<file path="src/rtl/step_goal_countdown_pkg.sv">
// Purpose: shared types and constants for the step goal countdown block.
// Latency: n/a (declarations only).
// Backpressure: n/a.
// Contents: FSM state enum, BCD digit limits, display digit width, blank code,
//           overshoot saturation value and the goal digit clamp helper.
package step_goal_countdown_pkg;

   typedef enum logic [1:0] {
      IDLE  = 2'd0,
      ARMED = 2'd1,
      DONE  = 2'd2
   } state_t;

   // Largest legal BCD digit; goal digits above it are clamped at load.
   localparam logic [3:0] MAX_DIGIT = 4'd9;

   // Width of one display digit as consumed by the seven-segment decoder.
   localparam int DIGIT_W = 5;

   // Blank code understood by the display path; never driven by this block.
   localparam logic [DIGIT_W-1:0] BLANK_DIGIT = 5'h1F;

   // Overshoot saturation value, four BCD digits (9999).
   localparam logic [15:0] SAT_VALUE = 16'h9999;

   function automatic logic [3:0] clamp_digit(input logic [3:0] d);
      return (d > MAX_DIGIT) ? MAX_DIGIT : d;
   endfunction

endpackage

</file>
<file path="src/rtl/step_goal_countdown_bcd_digit.sv">
// Purpose: single BCD digit register, counts up or down with carry/borrow chaining.
// Latency: one step_clk edge from enable/load to new value; cout is combinational.
// Backpressure: none; the digit moves whenever en and cin are both high.
// Ports: step_clk/reset; ld + ld_val load the digit (priority over counting);
//        en gates counting; up selects increment (1) or decrement (0);
//        cin is the carry/borrow from the lower digit; q is the digit value;
//        cout signals this digit wraps on the next counted edge.
module step_goal_countdown_bcd_digit
   import step_goal_countdown_pkg::*;
(
   input  logic       step_clk,
   input  logic       reset,
   input  logic       ld,
   input  logic [3:0] ld_val,
   input  logic       en,
   input  logic       up,
   input  logic       cin,
   output logic [3:0] q,
   output logic       cout
);

   // Carry out only depends on the current value and the incoming carry, so
   // the top-level enable may use the last digit's cout without a loop.
   assign cout = cin & (up ? (q == MAX_DIGIT) : (q == 4'd0));

   always_ff @(posedge step_clk or posedge reset) begin
      if (reset) begin
         q <= 4'd0;
      end else if (ld) begin
         q <= ld_val;
      end else if (en && cin) begin
         if (up) begin
            q <= (q == MAX_DIGIT) ? 4'd0 : q + 4'd1;
         end else begin
            q <= (q == 4'd0) ? MAX_DIGIT : q - 4'd1;
         end
      end
   end

endmodule

</file>
<file path="src/rtl/step_goal_countdown.sv">
// Purpose: BCD step goal countdown; counts remaining steps down, then overshoot up to 9999.
// Latency: one step_clk edge from step/load to updated outputs; reset acts immediately.
// Backpressure: none; every step_clk rising edge is a step unless it carries a load.
// Ports: step_clk/reset; load + goal3..goal0 load a new goal; bcd3..bcd0 are the
//        5-bit display digits; armed, goal_met, so are the status flags.
module step_goal_countdown
   import step_goal_countdown_pkg::*;
(
   input  logic               step_clk,
   input  logic               reset,
   input  logic               load,
   input  logic [3:0]         goal3,
   input  logic [3:0]         goal2,
   input  logic [3:0]         goal1,
   input  logic [3:0]         goal0,
   output logic [DIGIT_W-1:0] bcd3,
   output logic [DIGIT_W-1:0] bcd2,
   output logic [DIGIT_W-1:0] bcd1,
   output logic [DIGIT_W-1:0] bcd0,
   output logic               armed,
   output logic               goal_met,
   output logic               so
);

   state_t      state;
   logic [15:0] goal_cl;
   logic [15:0] rem;
   logic [15:0] ov;
   logic [4:0]  rem_b;
   logic [4:0]  ov_c;
   logic        rem_en;
   logic        ov_en;
   logic [15:0] disp;

   assign goal_cl = {clamp_digit(goal3), clamp_digit(goal2),
                     clamp_digit(goal1), clamp_digit(goal0)};

   // Units digit always sees a step; higher digits see the ripple.
   assign rem_b[0] = 1'b1;
   assign ov_c[0]  = 1'b1;

   // rem_b[4] would mean an underflow below 0000, ov_c[4] a wrap past 9999;
   // both freeze their bank.
   assign rem_en = (state == ARMED) & ~load & ~rem_b[4];
   assign ov_en  = (state == DONE)  & ~load & ~ov_c[4];

   for (genvar i = 0; i < 4; i++) begin : g_digit
      step_goal_countdown_bcd_digit u_rem (
         .step_clk (step_clk),
         .reset    (reset),
         .ld       (load),
         .ld_val   (goal_cl[4*i +: 4]),
         .en       (rem_en),
         .up       (1'b0),
         .cin      (rem_b[i]),
         .q        (rem[4*i +: 4]),
         .cout     (rem_b[i+1])
      );

      step_goal_countdown_bcd_digit u_ov (
         .step_clk (step_clk),
         .reset    (reset),
         .ld       (load),
         .ld_val   (4'd0),
         .en       (ov_en),
         .up       (1'b1),
         .cin      (ov_c[i]),
         .q        (ov[4*i +: 4]),
         .cout     (ov_c[i+1])
      );
   end

   always_ff @(posedge step_clk or posedge reset) begin
      if (reset) begin
         state    <= IDLE;
         armed    <= 1'b0;
         goal_met <= 1'b0;
         so       <= 1'b0;
      end else if (load) begin
         so <= 1'b0;
         if (goal_cl == 16'h0000) begin
            state    <= DONE;
            armed    <= 1'b0;
            goal_met <= 1'b1;
         end else begin
            state    <= ARMED;
            armed    <= 1'b1;
            goal_met <= 1'b0;
         end
      end else begin
         case (state)
            ARMED: begin
               // This edge takes remaining from 0001 to 0000.
               if (rem == 16'h0001) begin
                  state    <= DONE;
                  armed    <= 1'b0;
                  goal_met <= 1'b1;
               end
            end
            DONE: begin
               // Flag on the edge that lands the count on the saturation value.
               if (ov_en && ov[15:4] == SAT_VALUE[15:4] &&
                   ov[3:0] == SAT_VALUE[3:0] - 4'd1) begin
                  so <= 1'b1;
               end
            end
            default: ;
         endcase
      end
   end

   always_comb begin
      disp = 16'h0000;
      case (state)
         ARMED:   disp = rem;
         DONE:    disp = ov;
         default: disp = 16'h0000;
      endcase
   end

   assign bcd3 = {1'b0, disp[15:12]};
   assign bcd2 = {1'b0, disp[11:8]};
   assign bcd1 = {1'b0, disp[7:4]};
   assign bcd0 = {1'b0, disp[3:0]};

endmodule

</file>
<file path="config.mk">
export PLATFORM = sky130hd
export DESIGN_NAME = step_goal_countdown
export DESIGN_NICKNAME = d
export VERILOG_FILES = /design/src/rtl/step_goal_countdown_pkg.sv /design/src/rtl/step_goal_countdown_bcd_digit.sv /design/src/rtl/step_goal_countdown.sv
export SDC_FILE = /design/constraint.sdc
export NUM_CORES = 1
export LEC_CHECK = 0
export ABC_CLOCK_PERIOD_IN_PS = 5470
export CORE_UTILIZATION = 50
export CTS_BUF_LIST = sky130_fd_sc_hd__clkbuf_2
export CTS_CLUSTER_DIAMETER = 100
export CTS_CLUSTER_SIZE = 14
export DETAILED_ROUTE_END_ITERATION = 6
export PLACE_DENSITY = 0.73
export SKIP_CTS_REPAIR_TIMING = 1
export SYNTH_ARGS = -nofsm -noshare
export SYNTH_HDL_FRONTEND = slang
export SYNTH_HIERARCHICAL = 1
export SYNTH_SLANG_ARGS = --single-unit
</file>
<file path="constraint.sdc">
create_clock -name step_clk -period 5.47 [get_ports step_clk]
set_input_delay 1.094 -clock step_clk [delete_from_list [all_inputs] [get_ports step_clk]]
set_output_delay 1.094 -clock step_clk [all_outputs]
set_load 0.005 [all_outputs]
</file>
==> impl_results.md <==
* Total Wirelength at 8.41 mm
* Design Area, Final at 3950 µm²
* Die W at 83.9 µm
* Setup TNS at 0 ns
* Initial antenna violation count at 0
* Tcrit/Tclk final at 0.636
* Simple-Gate Fraction of Synth Area at 0.256
* Placer Congestion at 0.841
* Number of synthesized flops with an enable pin at 0
* Pwr Total at 0.699 mW
* Hold Vio Cnt, Final at 0
* Maximum vdd ir drop at 102 µV
* Post-synth top flop: dfrtp_1
* Number of remaining DRC errors at 6
* Largest net degree at the start of global routing at 34
* Setup WS pre-CTS at 2.48 ns
* Worst slew pin tran at 0.623 ns
* Core ar. at 6420 µm²
* DR vias at 3343
* Violated checks: DRC
* # rows at 29
* Post-synth cell types at 40
* Compound-gate portion of the synthesized area at 0.302
* Xor/xnor share of the synthesized area at 0.0627
* Avg Synthesized Cell Area at 7.48 µm²
* Port Buffer Count at 37
* Starting DRC count in detailed routing at 223
* Gr ovfl total at 0
* Average wire per standard cell at 13.6 µm
* MaxCap Viol Count at 0
* Top-count cell post-synth: nand2_1
* Slew Viols, Final at 0
* Post-synthesis cell count at 448
* Worst Path Required at 4.38 ns
* Worst min path class: flop to flop
* Endpoints failing setup at 0
* Worst r2r path cells at 11
* Async set or reset register ratio after synthesis at 1.00
* Die footprint at 7030 µm²
* Flops & latches, synth at 35
* Hold Path Cell Cnt at 2
* Final worst slack at 1.99 ns
* Diode count at 0
* RSZ-0062 raised after global routing: false
* Worst setup EP type: output pin
* Outcome: finished with violations
* Clock root cell: clkbuf_2
* Global Route Usage Sum at 0.255
* First-pass GRT wire length at 14.6 mm
* Yosys warning count at 6
* Post-synthesis adder-cell area fraction at 0.00747
* Clock-pin slew on the worst setup and hold paths at 0.20 ns
* Clock sinks at 35
* Antenna-violating nets left at 0
* Dpl hpwl at 6.39 mm
* Fillers at 617
* Area leader, netlist: dfrtp_1
* Nets at 560
* Synth top area share at 0.261
* Cell Area, Synth at 3350 µm²
* Clk_skew at 0.0155 ns
* Initial Utilization at 0.522
* Commonest cells in the netlist: 61 x nand2_1, 43 x inv_1, 36 x o21ai_0, 35 x dfrtp_1, 31 x nor2_1
* Slew margin rel. at 0.584
* Die Y at 83.9 µm
* Num CTS Buffers at 5
* Vias in the first global route at 3105
* Multiplexer fraction of the synthesized cell area at 0
* # IOs at 42
* Critical Path Fanout Max at 17
* Arrival @ worst endpoint at 2.38 ns
* H-Tree Level Count at 2
* Register area share after synthesis at 0.261
* Pwr per Cell Area at 177 nW/µm²
* Largest family of logic cells by synthesized area: compound AO/OA/AOI/OAI gates
* WS Path Type: flop to output pin
* Synth top area cells: dfrtp_1 26%, nand2_1 6.8%, o21ai_0 5.4%
* Detailed Routing Iterations Pass 1 at 7
* Crit path launch type: flop
* Share of layout cells above drive strength 1 at 0.0407
* TritonCTS clock tree: yes
* Vias/cell at 5.42
* Syn-to-layout area delta at 17.9%
* P_leak at 1.73 nW
* DP Area at 3910 µm²
* Fmax at 288 MHz
* Fin crit period at 3.48 ns
* Worst-skew pair later-pin latency at 0.40 ns
* Clock Path Buffers at 2
[layout by cell type, fill, tap and decap left out, drive strengths merged, types with 2 or more instances in the layout]
cell / instances
a21oi: 10
dfrtp: 35
clkbuf: 5
and3: 8
nand3: 16
a32oi: 8
ha: 2
nor4: 9
o22a: 8
conb: 76
xnor2: 16
a221o: 8
buf: 4
nand2: 61
a41o: 8
nor2b: 8
a31oi: 8
xor2: 8
a2111oi: 8
inv: 43
clkinv: 2
nor4bb: 2
o21ai: 52
nand2b: 5
a22oi: 14
or2: 16
or2b: 8
nor2: 31
clkdlybuf4s50: 36
o22ai: 16
nor3b: 2
[power breakdown]
| part | switching [mW] | internal, mW | leakage (nW) | total [mW] |
|---|---|---|---|---|
| clock network | 0.0964 | 0.0285 | 0.0241 | 0.125 |
| logic | 0.118 | 0.109 | 1.30 | 0.227 |
| registers | 0.0658 | 0.281 | 0.412 | 0.347 |
[kinds of logic after synthesis]
family                     after synthesis
and+or+nand+nor                        169
AOI/OAI and AO/OA                      143
buffers and inverters                   73
DFF                                     35
xor gates and xnor gates                24
adders and majority gates                2
other                                    2
[stage by stage]
stage	utilization	cells	hold slack (ns)
finish	0.615	617	0.576
global route	0.615	617	0.620
CTS	0.615	617	0.564
detailed placement	0.609	609	0.519
global placement	0.609	609	0.489
floorplan	-	522	0.490
[metal layers]
layer | routed length (µm) | part of all wire | GRT usage
met1 | 3850 | 0.46 | 0.345
met3 | 373 | 0.044 | 0.0366
met5 | 0 | 0 | 0
met4 | 112 | 0.013 | 0.0549
met2 | 4080 | 0.48 | 0.431
[area by class of cell]
type | instances | area, µm² | share of cell area
Tap cell | 77 | 96.3 | 0.0244
Sequential cell | 35 | 876 | 0.222
Timing Repair Buffer | 40 | 388 | 0.0982
Clock buffer | 5 | 25.0 | 0.00634
Inverter | 43 | 161 | 0.0409
Multi-Input combinational cell | 414 | 2390 | 0.605
Clock inverter | 3 | 15.0 | 0.00380
[worst max-delay path, cell delays in order (launching register included)]
cell	delay (ns)
dfrtp_1	0.45
inv_1	0.08
ha_1	0.55
nand2_1	0.18
a21oi_1	0.20
clkdlybuf4s50_1	0.52
[state kept, by name, summed over array words and instances (netlist names)]
| signal | cells |
|---|---|
| armed | 1 |
| g_digit.u_ov/q | 16 |
| g_digit.u_rem/q | 16 |
| goal_met | 1 |
| so | 1 |
[path summary, 6_finish.rpt]
| kind | start | to | slack [ns] |
|---|---|---|---|
| max | goal_met | bcd3[3] | 1.99 |
| max in group asynchronous | reset | g_digit[0].u_ov/q[2] | 4.05 |
| min reg2reg | so | so | 0.58 |
| max reg2reg | g_digit[0].u_rem/q[0] | g_digit[0].u_rem/q[1] | 2.63 |
| min in group asynchronous | reset | armed | 1.21 |
| min | so | so | 0.58 |
No activity file was read; power rests on OpenSTA's default activity.
